**src/rtl/ram_arb_pkg.sv**
```systemverilog
// Shared constants and types for the two-client RAM256X12 arbiter.
// Covers client count, address/data widths and the arbitration-mode enum.
package ram_arb_pkg;
    localparam int NUM_CLIENTS = 2;
    localparam int ADDR_W      = 8;
    localparam int DATA_W      = 12;

    typedef enum logic {
        ARB_RR    = 1'b0,
        ARB_FIXED = 1'b1
    } arb_mode_e;

    typedef logic [ADDR_W-1:0] addr_t;
    typedef logic [DATA_W-1:0] data_t;
endpackage

```
**src/rtl/RAM256X12.sv**
```systemverilog
// 256 x 12 RAM with independent read and write ports and registered read data.
// A same-address read and write in one cycle returns the old contents.
module RAM256X12
    import ram_arb_pkg::*;
(
    input  logic  clk,
    input  logic  re,
    input  addr_t raddr,
    output data_t rdata,
    input  logic  we,
    input  addr_t waddr,
    input  data_t wdata
);
    data_t mem [256];

    always_ff @(posedge clk) begin
        if (we) mem[waddr] <= wdata;
        if (re) rdata <= mem[raddr];
    end
endmodule

```
**src/rtl/ram_arb_2way.sv**
```systemverilog
// Two-requester arbiter for one RAM port: round-robin, or fixed priority to
// client 0 with a starvation guard for client 1. Grants are combinational.
module ram_arb_2way
    import ram_arb_pkg::*;
#(
    parameter arb_mode_e ARB_MODE     = ARB_RR,
    parameter int        STARVE_LIMIT = 4
) (
    input  logic       clk,
    input  logic       rst_n,
    input  logic [1:0] req,
    output logic [1:0] gnt
);
    logic       last_q;     // 1 = client 1 was granted last on this port
    logic [3:0] starve_q;
    logic       c1_wins;

    always_comb begin
        c1_wins = 1'b0;
        if (ARB_MODE == ARB_RR) c1_wins = ~last_q;
        else                    c1_wins = (starve_q == 4'(STARVE_LIMIT));

        gnt = 2'b00;
        if (rst_n) begin
            case (req)
                2'b01:   gnt = 2'b01;
                2'b10:   gnt = 2'b10;
                2'b11:   gnt = c1_wins ? 2'b10 : 2'b01;
                default: gnt = 2'b00;
            endcase
        end
    end

    always_ff @(posedge clk or negedge rst_n) begin
        if (!rst_n) begin
            last_q   <= 1'b1;
            starve_q <= '0;
        end else begin
            if (|gnt) last_q <= gnt[1];
            // Counter can never pass STARVE_LIMIT: at the limit client 1 always wins.
            if (ARB_MODE == ARB_FIXED) begin
                if (gnt[1])      starve_q <= '0;
                else if (req[1]) starve_q <= starve_q + 4'd1;
            end
        end
    end
endmodule

```
**src/rtl/ram256x12_arbiter.sv**
```systemverilog
// Shares one RAM256X12 between display scan-out (client 0) and draw engine
// (client 1); read and write ports are arbitrated independently every cycle.
module ram256x12_arbiter
    import ram_arb_pkg::*;
#(
    parameter arb_mode_e ARB_MODE     = ARB_RR,
    parameter int        STARVE_LIMIT = 4
) (
    input  logic                          i_clk,
    input  logic                          i_rst_n,
    input  logic  [NUM_CLIENTS-1:0]       i_rd_req,
    input  addr_t [NUM_CLIENTS-1:0]       i_rd_addr,
    output logic  [NUM_CLIENTS-1:0]       o_rd_gnt,
    output logic  [NUM_CLIENTS-1:0]       o_rd_valid,
    output data_t                         o_rd_data,
    input  logic  [NUM_CLIENTS-1:0]       i_wr_req,
    input  addr_t [NUM_CLIENTS-1:0]       i_wr_addr,
    input  data_t [NUM_CLIENTS-1:0]       i_wr_data,
    output logic  [NUM_CLIENTS-1:0]       o_wr_gnt
);
    logic  ram_re, ram_we;
    addr_t ram_raddr, ram_waddr;
    data_t ram_wdata, ram_rdata;
    logic  rd_vld_q, rd_tag_q;

    ram_arb_2way #(.ARB_MODE(ARB_MODE), .STARVE_LIMIT(STARVE_LIMIT)) u_rd_arb (
        .clk   (i_clk),
        .rst_n (i_rst_n),
        .req   (i_rd_req),
        .gnt   (o_rd_gnt)
    );

    ram_arb_2way #(.ARB_MODE(ARB_MODE), .STARVE_LIMIT(STARVE_LIMIT)) u_wr_arb (
        .clk   (i_clk),
        .rst_n (i_rst_n),
        .req   (i_wr_req),
        .gnt   (o_wr_gnt)
    );

    assign ram_re    = |o_rd_gnt;
    assign ram_raddr = o_rd_gnt[1] ? i_rd_addr[1] : i_rd_addr[0];
    assign ram_we    = |o_wr_gnt;
    assign ram_waddr = o_wr_gnt[1] ? i_wr_addr[1] : i_wr_addr[0];
    assign ram_wdata = o_wr_gnt[1] ? i_wr_data[1] : i_wr_data[0];

    RAM256X12 u_ram (
        .clk   (i_clk),
        .re    (ram_re),
        .raddr (ram_raddr),
        .rdata (ram_rdata),
        .we    (ram_we),
        .waddr (ram_waddr),
        .wdata (ram_wdata)
    );

    // Owner tag travels alongside the RAM's own read register; reset drops it.
    always_ff @(posedge i_clk or negedge i_rst_n) begin
        if (!i_rst_n) begin
            rd_vld_q <= 1'b0;
            rd_tag_q <= 1'b0;
        end else begin
            rd_vld_q <= ram_re;
            rd_tag_q <= o_rd_gnt[1];
        end
    end

    assign o_rd_valid = rd_vld_q ? (rd_tag_q ? 2'b10 : 2'b01) : 2'b00;
    assign o_rd_data  = rd_vld_q ? ram_rdata : '0;
endmodule

```
**config.mk**
```make
export PLATFORM = sky130hd
export DESIGN_NAME = ram256x12_arbiter
export DESIGN_NICKNAME = d
export VERILOG_FILES = /design/src/rtl/ram_arb_pkg.sv /design/src/rtl/RAM256X12.sv /design/src/rtl/ram_arb_2way.sv /design/src/rtl/ram256x12_arbiter.sv
export SDC_FILE = /design/constraint.sdc
export NUM_CORES = 2
export LEC_CHECK = 0
export CORE_MARGIN = 1
export CORE_UTILIZATION = 57
export CTS_CLUSTER_DIAMETER = 120
export CTS_CLUSTER_SIZE = 25
export DETAILED_ROUTE_END_ITERATION = 10
export PLACE_DENSITY = 0.73
export SLEW_MARGIN = 40
export SYNTH_ARGS = -nofsm -noshare
export SYNTH_HDL_FRONTEND = slang
export SYNTH_SLANG_ARGS = --single-unit
```
**constraint.sdc**
```tcl
create_clock -name i_clk -period 8.8 [get_ports i_clk]
set_clock_uncertainty 0.05 [all_clocks]
set_input_delay 1.76 -clock i_clk [delete_from_list [all_inputs] [get_ports i_clk]]
set_output_delay 1.76 -clock i_clk [all_outputs]
set_load 0.01 [all_outputs]
```
; ---- Yosys cells after proc, flatten, opt, wreduce, memory -nomap -nowiden
; Memory sizes are Yosys's and may differ from the RTL's. A register that Yosys moved wholly into a read port is not among the register bits.
; Index checks and enable logic that the tools add are counted.
[word_totals]
register_bits = 4
ram_bits = 3072
in_bits = 62
out_inout_bits = 18
elab_cells = 27
memories = 1
[op_classes]
eq_ne = 6
mux = 14
n_reduce_logical = 2
[mem_list]
columns = memory, depth, width, rd, rd_clocked_by_memory_dff, wr, line
row1 = u_ram.mem, 256, 12, 1, 1, 1, RAM256X12.sv:14  ; data_t mem [256];
[op_table]
columns = operator, count
row1 = 12-bit 2-to-1 mux, 2
row2 = 8-bit 2-to-1 mux, 2
row3 = 2-bit 2-to-1 mux, 6
row4 = 2-bit case mux with 3 select lines, 2
row5 = 2-bit equality test (second input constant), 4
row6 = 2-bit by 1-bit equality test with 1-bit output (second input constant), 2
row7 = 2-bit OR reduction, 2
row8 = 1-bit 2-to-1 mux, 2

; ---- Longest topological paths before layout
[depth]
word_depth = 6
ltp_mapped = 18
ltp_nobuf = 11

; ---- Modules after synthesis
; From an unflattened synthesis, not the netlist that was laid out.
[hier_totals]
hier_cells = 5572
hier_area_um2 = 119447.1
[modules_own_cells]
columns = module, instances, cells_each, area_per_inst_um2, seq_area_each_um2
row1 = RAM256X12, 1, 5506, 118752.6, 92608.8
row2 = ram256x12_arbiter, 1, 50, 569.3, 50.0
row3 = ram_arb_2way, 2, 8, 62.6, 26.3

; ---- Least setup slack after synthesis
; Ideal clock, no wire load.
[synth_timing]
path_kind = in2reg
start = in i_rst_n
end = mem u_ram.mem[0][1] in the netlist's numbering (data pin)
arrival_time_ns = 6.208
t_required_ns = 7.925
path_slack_ns = 1.717
path_stages = 8
path_cell_list = buf_6 -> nand3_1 -> clkbuf_1 -> clkbuf_1 -> clkbuf_1 -> buf_1 -> nand2_1 -> nand2_1
[synth_between]
elab_chain_cells = 2
[synth_lines]
columns = item, line
row1 = from (decl), ram256x12_arbiter.sv:10  ; input logic i_rst_n,
row2 = 2-bit 2-to-1 mux, ram_arb_2way.sv:24  ; if (rst_n) begin
row3 = 12-bit 2-to-1 mux, ram256x12_arbiter.sv:44  ; assign ram_wdata = o_wr_gnt[1] ? i_wr_data[1] : i_wr_data[0];
row4 = via ram_wdata[1], ram256x12_arbiter.sv:23  ; data_t ram_wdata, ram_rdata;
row5 = to (decl), RAM256X12.sv:14
; The timed path passes the listed nets, and every way through them passes these cells.

; ---- Final worst setup path
[layout_timing]
start = in i_rd_req[1]
end = reg u_ram.rdata[8] (read register of u_ram.mem) (data pin)
[layout_between]
elab_chain_cells = 4
word_cells_on_any_way = 7
classes_between = eq/ne: 3 / mux: 3 / reduce/logical: 1
[layout_lines]
columns = item, line
row1 = from (decl), ram256x12_arbiter.sv:11  ; input logic [NUM_CLIENTS-1:0] i_rd_req,
row2 = 2-bit equality test or 2-bit by 1-bit equality test with 1-bit output (tied branches), ram_arb_2way.sv:25  ; case (req)
row3 = 2-bit case mux with 3 select lines *, ram_arb_2way.sv:25
row4 = 2-bit 2-to-1 mux *, ram_arb_2way.sv:24
row5 = 8-bit 2-to-1 mux or 2-bit OR reduction (tied branches), "ram256x12_arbiter.sv:41, ram256x12_arbiter.sv:40"
row6 = to (decl), RAM256X12.sv:9  ; output data_t rdata,
; Every way passes the cells marked *; elsewhere a longest branch is shown, timed or not.
; A chain may end at the register's enable or synchronous reset.

==> metrics.csv <==
stage;metric;value;unit
run_status;status;complete, no violations;
pwr;cellPowerDensity;203;nW/um2
layout;regArea;92700;um2
synth;async_reset_ff_share;0.130;%
pwr;ir_worst_vdd;214;uV
synth;synth_edf_count;3084;
pwr;p_leak;43.7;nW
routing;post-route-drc-count;0;
floorplanning;die_w;467;um
critical_path;worstPathArrival;7.42;ns
layout;final_nets;8625;
timing;fin_ws;1.90;ns
cts;cts_made_buffers;142;
critical_path;endpoint_kind;register;
synth;yosysTopAreaCellShare;75.2;%
synth;synth_cell_types;90;
routing;dr_wl_met3;56900;um
timing;rsz0062_at_grt;false;
routing;vias;79200;
routing;topRoutingLayerUsed;met5;
timing;drv_slew;0;
synth;synth_commonest_cells;edfxtp_1, nand2_1, a21oi_1;
synth;netlist_instances;8470;
critical_path;cp_max_fo;29;
grt;grt_max_degree;177;
job;cap_violations;0;
routing;wl_per_cell;33.2;um
synth;ys_top_cells_by_area;edfxtp_1, nand2_1, mux4_2, mux2i_1, a21oi_1;
timing;timing.fmax;0.145;GHz
cts;cts_resized;0;
floorplanning;io_pins;80;
layout;syn2layout_area_growth;8.12;%
routing;wl_met1;133000;um
critical_path;path_class;input port to register;
synth;synth-main-ff-cell;edfxtp_1;
routing;drt_first_pass_iters;8;
place;dp.cells;11300;
floorplanning;rows;170;
timing;fin_crit;6.90;ns
place;pre_cts_ws;1.38;ns
synth;yosysTopAreaCell;edfxtp_1;
timing;slew_headroom;29.2;%
timing;final_hold_viol_count;0;
worst_hold_path;min_path_type;register to register;
timing;finalCritPeriodShare;78.4;%
cts;clk_latency;0.87;ns
floorplanning;start_util;57.4;%
timing;tightest_slew;1.06;ns
synth;syn_area;123000;um2
cts;htreeDepth;4;
synth;yosys_warnings;0;
timing;fin_tns_setup;0;ns
grt;grt_overflow_total;0;
routing;drt_iter0_drc;14700;
cts;cts_tree;done;
grt;antenna_found_initial;31;
floorplanning;coreArea;215000;um2
grt;grt_usage;34.6;%
cts;post-cts-setup-buffers;0;
grt;grt_pass1_vias;73300;
routing;wirelength;381000;um
synth;avgSynthCellArea;14.5;um2
layout;final_cells;11500;
synth;synth_nets;8532;
cts;cts.sinks;3088;
worst_hold_path;hold_depth;2;
synth;synth-seq-area-share;75.2;%
place;hpwlAfterDp;231000;um
synth;yosysMostFrequentCell;edfxtp_1;
grt;grt_pass1_wl;535000;um
layout;fillers;15100;
routing;ant_nets;0;
routing;viasPerCell;6.91;
synth;synth-seq-cells;3088;
timing;setup_viol;0;
cts;clock_path_buffers;3;
critical_path;required;9.33;ns
place;portBuffers;79;
cts;cts.clk_slew.worst_paths;0.12;ns
cts;ctsHoldBuffers;0;
floorplanning;die-area;218000;um2
cts;cts-root-buf;clkbuf_16;
layout;multi_input_area;28200;um2
critical_path;r2r_cells;11;
routing;wl_met2;166000;um
floorplanning;dieHeight;467;um
critical_path;start_kind;input port;
layout;final_layout_size_suffix_gt1_share;10.3;%
place;place.gp.congestion;0.966;
-- cell families (layout without fill, tap and decap cells) --
kind of cell           count (synthesis)  in the layout  share of synthesized area [%]
AOI/OAI and AO/OA                   1194           1194                           6.34
and+or+nand+nor                     3227           3227                           11.2
buffers and inverters                557            684                           2.38
DFF                                 3088           3088                           75.2
muxes                                404            404                           4.84
other                                  0             33                              0
-- layer usage --
| metal | GRT usage (%) | vias up |
|---|---|---|
| met5 | 0 | - |
| met4 | 19.8 | 16 |
| met3 | 10.0 | 1118 |
| met2 | 49.8 | 6671 |
| met1 | 47.3 | 39300 |
| li1 | - | 32100 |
-- worst max-delay path, cell delays in order --
cell and delay [ns]:
clkdlybuf4s50_1 0.75, and2_4 0.37, nand2_1 0.20, inv_2 0.42, mux2i_4 0.78, buf_4 0.64
nand2_1 0.49, a2111oi_0 0.54, a211oi_1 0.17, or4_1 0.81, o31ai_2 0.30, nor3_1 0.15
-- cell type report --
class,count,share of cell area [%]
flip-flops and latches,3088,69.6
multi-input cells,4825,21.2
repair buffers,495,3.54
clock buffers,168,2.82
well taps,2838,2.67
clock inverters,10,0.0855
diodes,33,0.0620
inverters,11,0.0310
-- registers in the layout, indices dropped and copies added, names as in the netlist --
register         count
rd_vld_q             1
u_ram.rdata         12
u_rd_arb.last_q      1
u_wr_arb.last_q      1
u_ram.mem         3072
rd_tag_q             1
-- power by group --
group / leakage, nW / switching, mW / internal [mW]
registers: 27.8 / 0.0356 / 16.4
clock network: 1.89 / 4.42 / 3.06
logic: 14.0 / 2.31 / 0.798
-- final timing paths --
check	from	to	slack, ns
worst max-delay path	i_rd_req[1]	u_ram.rdata[8]	1.90
worst min-delay path	u_rd_arb.last_q	u_rd_arb.last_q	0.47
worst max register to register	u_rd_arb.last_q	u_ram.rdata[8]	2.93
worst min register to register	u_rd_arb.last_q	u_rd_arb.last_q	0.47
max in group asynchronous	i_rst_n	u_wr_arb.last_q	7.54
min in group asynchronous	i_rst_n	rd_tag_q	0.78
-- stage by stage --
step	total power, mW	area [um2]	utilization [%]	hold slack [ns]
finish	27.0	133000	62.1	0.469
global placement	19.6	129000	59.9	0.452
detailed placement	19.7	129000	60.1	0.449
global route	27.5	133000	62.0	0.523
floorplan	18.5	123000	-	0.427
CTS	26.8	133000	61.9	0.465
-- cells in the final DEF, fill, tap and decap left out, drive strengths merged, types with 12 or more instances in the layout --
master,netlist,final
mux2,12,12
or2,14,14
o211ai,24,24
and3,217,217
and2,21,21
a2111oi,34,34
nor3,106,106
diode,0,33
a21boi,12,12
inv,10,16
buf,376,417
nand2,2031,2031
a21oi,407,407
clkdlybuf4s50,0,78
o221ai,53,53
nor4,47,47
a221oi,15,15
nor2,317,317
nand4,31,31
mux4,148,148
nand3,385,385
mux2i,244,244
a311oi,101,101
o22ai,90,90
edfxtp,3084,3084
o21ai,87,87
a31oi,171,171
clkbuf,170,168
or3,22,22
a22oi,21,21
a211oi,88,88
Note: power is estimated with default switching activity, not from simulation.
